### src/rtl/fpu_issue_scheduler.sv
// Round-robin issue of client FP operations onto one shared FPU, with result routing back to the client.
// Optional: define FPU_SCHED_PRIORITY_EN to give client 0 fixed priority over the round-robin clients.
module fpu_issue_scheduler #(
    parameter int REQUESTERS   = 4,
    parameter int PIPE_LATENCY = 5,
    parameter int ITER_LATENCY = 26
) (
    input  logic                      clk,
    input  logic                      reset,
    input  logic [REQUESTERS-1:0]     req_valid,
    output logic [REQUESTERS-1:0]     req_ready,
    input  logic [3*REQUESTERS-1:0]   req_calc,
    input  logic [32*REQUESTERS-1:0]  req_a,
    input  logic [32*REQUESTERS-1:0]  req_b,
    output logic                      fpu_start,
    output logic [2:0]                fpu_calc,
    output logic [31:0]               fpu_a,
    output logic [31:0]               fpu_b,
    input  logic [31:0]               fpu_result,
    output logic [REQUESTERS-1:0]     rsp_valid,
    output logic [31:0]               rsp_result,
    output logic [REQUESTERS-1:0]     err_valid
);
    localparam int ID_W  = $clog2(REQUESTERS);
    localparam int CNT_W = $clog2(ITER_LATENCY + 1);
    localparam logic [CNT_W-1:0] CNT_LOAD     = CNT_W'(ITER_LATENCY);
    localparam logic [CNT_W-1:0] CNT_ONE      = CNT_W'(1);
    localparam logic [CNT_W-1:0] CNT_PIPE_HIT = CNT_W'(PIPE_LATENCY + 1);
    localparam logic [ID_W-1:0]  LAST_ID      = ID_W'(REQUESTERS - 1);

    logic                    fpu_start_q, fpu_start_d;
    logic [2:0]              fpu_calc_q, fpu_calc_d;
    logic [31:0]             fpu_a_q, fpu_a_d, fpu_b_q, fpu_b_d;
    logic [REQUESTERS-1:0]   rsp_valid_q, rsp_valid_d;
    logic [REQUESTERS-1:0]   err_valid_q, err_valid_d;
    logic [ID_W-1:0]         last_grant_q, last_grant_d;
    logic [PIPE_LATENCY-1:0] pipe_vld_q, pipe_vld_d;
    logic [ID_W-1:0]         pipe_id_q [PIPE_LATENCY];
    logic [ID_W-1:0]         pipe_id_d [PIPE_LATENCY];
    logic [CNT_W-1:0]        iter_count_q, iter_count_d;
    logic [ID_W-1:0]         iter_id_q, iter_id_d;

    logic [REQUESTERS-1:0]   elig, elig_rr, grant;
    logic [ID_W-1:0]         grant_id, hi_id, lo_id;
    logic                    grant_any, hi_found, lo_found;
    logic                    grant_legal, grant_iter;
    logic [2:0]              grant_calc;
    logic [31:0]             grant_a, grant_b;
    logic                    pipe_done, iter_done;

    // iter_count holds the cycles left until the iterative result strobe, so a pipelined op
    // accepted at PIPE_LATENCY+1 would land on the same cycle and an iterative op may
    // be accepted once only the final cycle remains.
    always_comb begin
        elig = '0;
        for (int i = 0; i < REQUESTERS; i++) begin
            if (req_calc[3*i +: 3] <= 3'd2) begin
                elig[i] = req_valid[i] && (iter_count_q != CNT_PIPE_HIT);
            end else if (req_calc[3*i +: 3] <= 3'd4) begin
                elig[i] = req_valid[i] && (iter_count_q <= CNT_ONE);
            end else begin
                elig[i] = req_valid[i];
            end
        end
    end

    always_comb begin
        elig_rr  = elig;
`ifdef FPU_SCHED_PRIORITY_EN
        elig_rr[0] = 1'b0;
`endif
        hi_found = 1'b0;
        lo_found = 1'b0;
        hi_id    = '0;
        lo_id    = '0;
        for (int i = 0; i < REQUESTERS; i++) begin
            if (elig_rr[i] && !lo_found) begin
                lo_found = 1'b1;
                lo_id    = ID_W'(i);
            end
            if (elig_rr[i] && !hi_found && (ID_W'(i) > last_grant_q)) begin
                hi_found = 1'b1;
                hi_id    = ID_W'(i);
            end
        end
        grant_any = hi_found || lo_found;
        grant_id  = hi_found ? hi_id : lo_id;
`ifdef FPU_SCHED_PRIORITY_EN
        if (elig[0]) begin
            grant_any = 1'b1;
            grant_id  = '0;
        end
`endif
        if (reset) begin
            grant_any = 1'b0;
        end
        grant      = '0;
        grant_calc = '0;
        grant_a    = '0;
        grant_b    = '0;
        if (grant_any) begin
            grant[grant_id] = 1'b1;
        end
        for (int i = 0; i < REQUESTERS; i++) begin
            if (grant[i]) begin
                grant_calc = req_calc[3*i +: 3];
                grant_a    = req_a[32*i +: 32];
                grant_b    = req_b[32*i +: 32];
            end
        end
        grant_legal = grant_any && (grant_calc <= 3'd4);
        grant_iter  = grant_legal && (grant_calc >= 3'd3);
    end

    always_comb begin
        fpu_start_d = grant_legal;
        fpu_calc_d  = fpu_calc_q;
        fpu_a_d     = fpu_a_q;
        fpu_b_d     = fpu_b_q;
        if (grant_legal) begin
            fpu_calc_d = grant_calc;
            fpu_a_d    = grant_a;
            fpu_b_d    = grant_b;
        end
        err_valid_d = (grant_any && !grant_legal) ? grant : '0;

        last_grant_d = last_grant_q;
`ifdef FPU_SCHED_PRIORITY_EN
        if (grant_any && (grant_id != '0)) begin
            last_grant_d = grant_id;
        end
`else
        if (grant_any) begin
            last_grant_d = grant_id;
        end
`endif

        pipe_vld_d   = {pipe_vld_q[PIPE_LATENCY-2:0], grant_legal && !grant_iter};
        pipe_id_d[0] = grant_id;
        for (int k = 1; k < PIPE_LATENCY; k++) begin
            pipe_id_d[k] = pipe_id_q[k-1];
        end

        iter_count_d = iter_count_q;
        iter_id_d    = iter_id_q;
        if (iter_count_q != '0) begin
            iter_count_d = iter_count_q - CNT_ONE;
        end
        if (grant_iter) begin
            iter_count_d = CNT_LOAD;
            iter_id_d    = grant_id;
        end

        pipe_done   = pipe_vld_q[PIPE_LATENCY-1];
        iter_done   = (iter_count_q == CNT_ONE);
        rsp_valid_d = '0;
        if (pipe_done) begin
            rsp_valid_d[pipe_id_q[PIPE_LATENCY-1]] = 1'b1;
        end
        if (iter_done) begin
            rsp_valid_d[iter_id_q] = 1'b1;
        end
    end

    always_ff @(posedge clk) begin
        if (reset) begin
            fpu_start_q  <= 1'b0;
            fpu_calc_q   <= '0;
            fpu_a_q      <= '0;
            fpu_b_q      <= '0;
            rsp_valid_q  <= '0;
            err_valid_q  <= '0;
            last_grant_q <= LAST_ID;
            pipe_vld_q   <= '0;
            for (int k = 0; k < PIPE_LATENCY; k++) begin
                pipe_id_q[k] <= '0;
            end
            iter_count_q <= '0;
            iter_id_q    <= '0;
        end else begin
            assert (!(pipe_done && iter_done));
            fpu_start_q  <= fpu_start_d;
            fpu_calc_q   <= fpu_calc_d;
            fpu_a_q      <= fpu_a_d;
            fpu_b_q      <= fpu_b_d;
            rsp_valid_q  <= rsp_valid_d;
            err_valid_q  <= err_valid_d;
            last_grant_q <= last_grant_d;
            pipe_vld_q   <= pipe_vld_d;
            for (int k = 0; k < PIPE_LATENCY; k++) begin
                pipe_id_q[k] <= pipe_id_d[k];
            end
            iter_count_q <= iter_count_d;
            iter_id_q    <= iter_id_d;
        end
    end

    assign req_ready  = grant;
    assign fpu_start  = fpu_start_q;
    assign fpu_calc   = fpu_calc_q;
    assign fpu_a      = fpu_a_q;
    assign fpu_b      = fpu_b_q;
    assign rsp_valid  = rsp_valid_q;
    assign rsp_result = fpu_result;
    assign err_valid  = err_valid_q;

endmodule
### config.mk
export PLATFORM = sky130hd
export DESIGN_NAME = fpu_issue_scheduler
export DESIGN_NICKNAME = d
export VERILOG_FILES = /design/src/rtl/fpu_issue_scheduler.sv
export SDC_FILE = /design/constraint.sdc
export NUM_CORES = 1
export LEC_CHECK = 0
export CELL_PAD_IN_SITES_DETAIL_PLACEMENT = 0
export CELL_PAD_IN_SITES_GLOBAL_PLACEMENT = 2
export CORE_ASPECT_RATIO = 0.5
export CORE_MARGIN = 3
export CORE_UTILIZATION = 19
export DETAILED_ROUTE_END_ITERATION = 16
export PLACE_DENSITY = 0.86
export SYNTH_ARGS = -nofsm -noshare
export SYNTH_HDL_FRONTEND = slang
export SYNTH_SLANG_ARGS = --single-unit
### constraint.sdc
create_clock -name clk -period 6.4 [get_ports clk]
set_input_delay 1.28 -clock clk [delete_from_list [all_inputs] [get_ports clk]]
set_output_delay 1.28 -clock clk [all_outputs]
set_load 0.05 [all_outputs]
Word level (Yosys, flattened, before mapping)
Memories as Yosys holds them, arrays and structs flattened.
Index checks and enable logic that the tools add are counted.
{"block": "totals", "memories": 1, "ram_bits": 10, "reg_bits": 90, "output_inout_bits": 112, "inputBits": 306, "wordCells": 136}
{"name": "pipe_id_q", "words": 5, "width": 2, "rd": 5, "rd_clocked_by_memory_dff": 0, "wr": 5, "line_no": "38", "text": "logic [ID_W-1:0] pipe_id_q [PIPE_LATENCY];"}
{"block": "classes", "n_eq_ne": 2, "n_lt_le_gt_ge": 21, "add_sub_neg": 1, "bitwise": 7, "n_mux": 55, "n_reduce_logical": 38}
{"cell": "2-to-1 mux 32 bit", "count": 8}
{"cell": "logical AND 1 bit", "count": 25}
{"cell": "2-to-1 mux 1 bit", "count": 25}
{"cell": "2-to-1 mux 2 bit", "count": 10}
{"cell": "<= comparator 3 bit, second input constant", "count": 5}
{"cell": "<= comparator 3 x 2 -> 1 bit, second input constant", "count": 4}
{"cell": "2-to-1 mux 3 bit", "count": 4}
{"cell": "2-to-1 mux 4 bit", "count": 3}
{"cell": "2-to-1 mux 5 bit", "count": 2}
{"cell": "less-than comparator 2 x 3 -> 1 bit, second input constant", "count": 3}
{"cell": "zero test 1 bit", "count": 8}
{"cell": "demux 1 bit (select 2 bit)", "count": 3}
{"cell": "greater-or-equal comparator 2 x 1 -> 1 bit, second input constant", "count": 3}
{"cell": "equality test 5 x 1 -> 1 bit, second input constant", "count": 1}
{"cell": "<= comparator 5 x 1 -> 1 bit, second input constant", "count": 1}
{"cell": "inequality test 5 x 3 -> 1 bit, second input constant", "count": 1}
{"cell": "bitwise OR 1 bit", "count": 5}
{"cell": "nonzero test 5 bit", "count": 1}
{"cell": "subtractor 5 x 1 -> 5 bit, second input constant", "count": 1}
{"cell": "> comparator 1 x 2 -> 1 bit, first input constant", "count": 2}
{"cell": "> comparator 2 bit, first input constant", "count": 2}
{"cell": "bitwise OR 4 bit", "count": 1}
{"cell": "OR reduction 2 bit", "count": 2}
{"cell": "greater-or-equal comparator 3 x 2 -> 1 bit, second input constant", "count": 1}
{"cell": "other kinds (3)", "count": 3}

Logic depth before layout (Yosys ltp)
{"block": "depth", "depth_word": 34, "ltp_mapped": 16}

Least setup slack after synthesis
Ideal clock, no wire load.
{"block": "synth_timing", "path_kind": "input -> output", "from": "in req_calc[4]", "to": "out req_ready[2]", "arrival_ns": 3.865, "path_slack_ns": 1.255, "n_path_buf": 3, "path_stages": 9, "path_cell_list": "or3b_1 a22o_1 and4_1 a311o_2 or2_0 clkbuf_1 clkbuf_1 buf_1 nor2_1"}
{"block": "synth_via", "elab_chain_len": 20, "word_cells_on_any_way": 38}
{"element": "from (decl)", "line_no": "12", "text": "input logic [3*REQUESTERS-1:0] req_calc,"}
{"element": "<= comparator 3 bit", "line_no": "59", "text": "end else if (req_calc[3*i +: 3] <= 3'd4) begin"}
{"element": "2-to-1 mux 1 bit", "line_no": "59"}
{"element": "2-to-1 mux 1 bit (*)", "line_no": "57", "text": "if (req_calc[3*i +: 3] <= 3'd2) begin"}
{"element": "logical AND 1 bit (2 in series)", "line_no": "81", "text": "if (elig_rr[i] && !hi_found && (ID_W'(i) > last_grant_q)) begin"}
{"element": "2-to-1 mux 1 bit", "line_no": "81"}
{"element": "zero test 1 bit", "line_no": "81"}
{"element": "logical AND 1 bit (2 in series)", "line_no": "81"}
{"element": "2-to-1 mux 1 bit", "line_no": "81"}
{"element": "zero test 1 bit", "line_no": "81"}
{"element": "logical AND 1 bit (2 in series)", "line_no": "81"}
{"element": "2-to-1 mux 2 bit / 2-to-1 mux 1 bit (equally long branches)", "line_no": "81"}
{"element": "2-to-1 mux 2 bit", "line_no": "87", "text": "grant_id = hi_found ? hi_id : lo_id;"}
{"element": "less-than comparator 2 x 3 -> 1 bit (implied by the code) / greater-or-equal comparator 2 x 1 -> 1 bit (equally long branches)", "line_no": "102", "text": "grant[grant_id] = 1'b1;"}
{"element": "logical AND 1 bit (implied by the code)", "line_no": "102"}
{"element": "2-to-1 mux 1 bit (implied by the code)", "line_no": "102"}
{"element": "demux 1 bit (select 2 bit)", "line_no": "102"}
{"element": "2-to-1 mux 4 bit (*)", "line_no": "101", "text": "if (grant_any) begin"}
{"element": "to (decl)", "line_no": "11", "text": "output logic [REQUESTERS-1:0] req_ready,"}
Every way passes the cells marked *; elsewhere a longest branch is shown, timed or not.

Worst setup path in the final report
{"block": "layout_timing", "from": "in req_calc[11]", "to": "out req_ready[1]"}
{"block": "layout_via", "elab_chain_len": 12, "word_cells_on_any_way": 20}
{"element": "<= comparator 3 bit", "line_no": "59"}
{"element": "2-to-1 mux 1 bit", "line_no": "59"}
{"element": "2-to-1 mux 1 bit (*)", "line_no": "57"}
{"element": "logical AND 1 bit (2 in series)", "line_no": "81"}
{"element": "2-to-1 mux 2 bit / 2-to-1 mux 1 bit (equally long branches)", "line_no": "81"}
{"element": "2-to-1 mux 2 bit", "line_no": "87"}
{"element": "less-than comparator 2 x 3 -> 1 bit (implied by the code) / greater-or-equal comparator 2 x 1 -> 1 bit (equally long branches)", "line_no": "102"}
{"element": "logical AND 1 bit (implied by the code)", "line_no": "102"}
{"element": "2-to-1 mux 1 bit (implied by the code)", "line_no": "102"}
{"element": "demux 1 bit (select 2 bit)", "line_no": "102"}
{"element": "2-to-1 mux 4 bit (*)", "line_no": "101"}
Marked as above.

==> results.tsv <==
metric	value	unit
outcome	finished, final reports clean	
Achievable Freq	186	MHz
CP max stage cell	clkdlybuf4s50_1	
CP required	5.12	ns
RePlAce Congestion	0.856	
CTS tree	built	
multi-input logic area	3080	um^2
register area share after synthesis	35.8	%
Die W	249	um
CTS clk-pin slew, worst paths	0.07	ns
via count	6478	
Mapped Nets	1001	
Max stage delay on crit path	0.73	ns
worst r2r src	iter_count_q[0]	
DPL Wire Length	21100	um
Cell Area, Synth	5590	um^2
first-pass GRT wire length	39600	um
crit share post-route	84.1	%
skew final	0.0135	ns
Max Slew Vio Count	0	
top-count cell post-synth	dfxtp_1	
r2r setup slk	2.11	ns
fin nets	1285	
cells after synthesis	691	
Setup Viol. Count Final	0	
Seq cells post-synth	100	
Setup CP Type	in2out	
max_cap viols	0	
final count of hold timing violations	0	
worst reg2reg path depth	13	
GRT Overall Usage	16.3	%
GR Overflow Total	0	
worst min path class	reg2reg	
clk_lat worst skew	0.38	ns
Lkg Pwr	3.38	nW
Bufs on Longest Clock Path	2	
min cycle time layout	5.38	ns
Starting Density	19.7	%
share of cells above drive strength 1	5.82	%
CP Depth	8	
I/O pins	418	
Yosys top cell area share	35.8	%
CP delay by family, top	buffers and inverters	
# resized after CTS	0	
Unique masters post-synth	65	
core area	28400	um^2
Avg Vias per Cell	4.76	
# port buffers	353	
setup TNS	0	ns
DR pass1 iterations	5	
Critical Path Sink Type	output port	
full die area	31700	um^2
Starting DRT DRC Count	410	
synth top area cells	dfxtp_1 (36%), a221oi_1 (10%), a22oi_1 (6.8%), nor2_1 (5.5%), nand3_1 (5.1%)	
Crit path buffers/inverters	2	
Syn Area/Cell	8.10	um^2
CP Cell Sequence	clkdlybuf4s50_1 > or3b_2 > a22oi_2 > nor3_1 > a311o_2 > o21ai_2 > nor2_4 > clkdlybuf4s50_1	
FF+latch area	2000	um^2
async set or reset register ratio after synthesis	0	%
Worst setup SP type	input port	
Clk Tree Root Cell	clkbuf_16	
post-CTS setup buffers	0	
Critical Path Most Common Cell	clkdlybuf4s50_1	
yosys synthesis warning count	0	
CTS buffer count	9	
WL final	27100	um
filler instances	2908	
Critical Path Sink	req_ready[1]	
Worst slew margin	46.7	%
ys flop type	dfxtp_1	
DR WL/cell	19.9	um
pin count of the biggest net entering global routing	66	
H-tree depth	3	
initial antenna violation count	0	
# diodes	0	
arrival time at the worst endpoint	4.10	ns
die height	127	um
Final ANT Viol Nets	0	
total power	3.73	mW
measured slew at the worst slew-check pin	0.800	ns
Crit Path Max Fanout	7	
worst r2r dst	fpu_a[10]	
RSZ-0062 raised after global routing	no	
pre-CTS WS	1.03	ns
EDFF count, synth	0	
vias in the first global route	6304	
# DRC	0	
clk sinks	100	
Std-Cell Rows	43	
# hold bufs at CTS	0	
Worst VDD drop	143	uV
Syn-to-layout area delta	70.5	%
leading area contributor after synthesis	dfxtp_1	
Setup crit start	req_calc[11]	
top cells by count, synth	dfxtp_1 (100), nor2_1 (82), a221oi_1 (64), nand3_1 (57), a22oi_1 (51)	
Pwr per Cell Area	391	nW/um^2
final setup margin	1.02	ns
==> stage by stage <==
step                std cells  area (um^2)  hold slack [ns]  util (%)
floorplan                 691         5590            0.414         -
global placement         1346         9260            0.416      32.6
detailed placement       1346         9260            0.423      32.6
CTS                      1362         9540            0.441      33.6
global route             1362         9540            0.460      33.6
finish                   1362         9540            0.438      33.6
==> state kept, by name (all words and copies together), names as in the netlist <==
signal        flops
iter_id_q         2
err_valid         4
fpu_start         1
rsp_valid         4
pipe_id_q        10
fpu_calc          3
fpu_a            32
pipe_vld_q        5
fpu_b            32
iter_count_q      5
last_grant_q      2
==> power breakdown <==
group | leakage [nW] | switching (mW) | total, mW | internal, mW
registers | 0.825 | 0.134 | 0.975 | 0.842
clock network | 0.140 | 0.281 | 0.551 | 0.270
logic | 2.42 | 1.43 | 2.20 | 0.778
total | 3.38 | 1.84 | 3.73 | 1.89
==> cells in the final DEF (no fill, tap or decap), drive strengths merged, types with 9 or more instances in the layout <==
cell type | synthesis | final
a21oi | 26 | 26
a221oi | 66 | 66
a22oi | 52 | 52
a31o | 14 | 14
buf | 47 | 16
clkbuf | 46 | 9
clkdlybuf4s50 | 0 | 350
dfxtp | 100 | 100
inv | 9 | 13
nand2 | 43 | 43
nand3 | 58 | 58
nor2 | 83 | 83
nor2b | 12 | 12
nor3 | 9 | 9
o21ai | 59 | 59
==> layer usage <==
metal | wire length [um] | part of all wire, % | vias to the layer above | GRT usage (%)
li1 | - | - | 3138 | -
met1 | 11500 | 42 | 3191 | 20.2
met2 | 14400 | 53 | 124 | 29.6
met3 | 891 | 3.3 | 25 | 2.77
met4 | 324 | 1.2 | 0 | 3.77
met5 | 0 | 0 | - | 0
==> cell type report <==
type | instances | share of cell area, %
timing repair buffer | 366 | 38.4
tap | 382 | 5.01
inverter | 10 | 0.393
clock inverter | 7 | 0.603
sequential | 100 | 21.0
multi-input combinational | 488 | 32.3
clock buffer | 9 | 2.36
==> worst min-delay path by stage <==
| stage | start | end | depth (start not counted) |
|---|---|---|---|
| floorplan | pipe_id_q[0][0] | pipe_id_q[0][2] | 1 |
| finish | pipe_id_q[0][2] | pipe_id_q[0][4] | 1 |
| global route | pipe_vld_q[1] | pipe_vld_q[2] | 1 |
| CTS | pipe_id_q[0][2] | pipe_id_q[0][4] | 1 |
| detailed placement | pipe_id_q[0][2] | pipe_id_q[0][4] | 1 |
| global placement | pipe_vld_q[2] | pipe_vld_q[3] | 1 |
==> cells by family after synthesis <==
family / count (synthesis) / share of synthesized area (%)
AO/OA/AOI/OAI: 243 / 32.1
XOR/XNOR: 3 / 0.470
adder cells (fa/ha/maj): 4 / 0.895
buffers and inverters: 103 / 9.60
flip-flops: 100 / 35.8
multiplexers: 5 / 0.917
AND/OR/NAND/NOR: 233 / 20.2
Note: power is estimated with default switching activity, not from simulation.
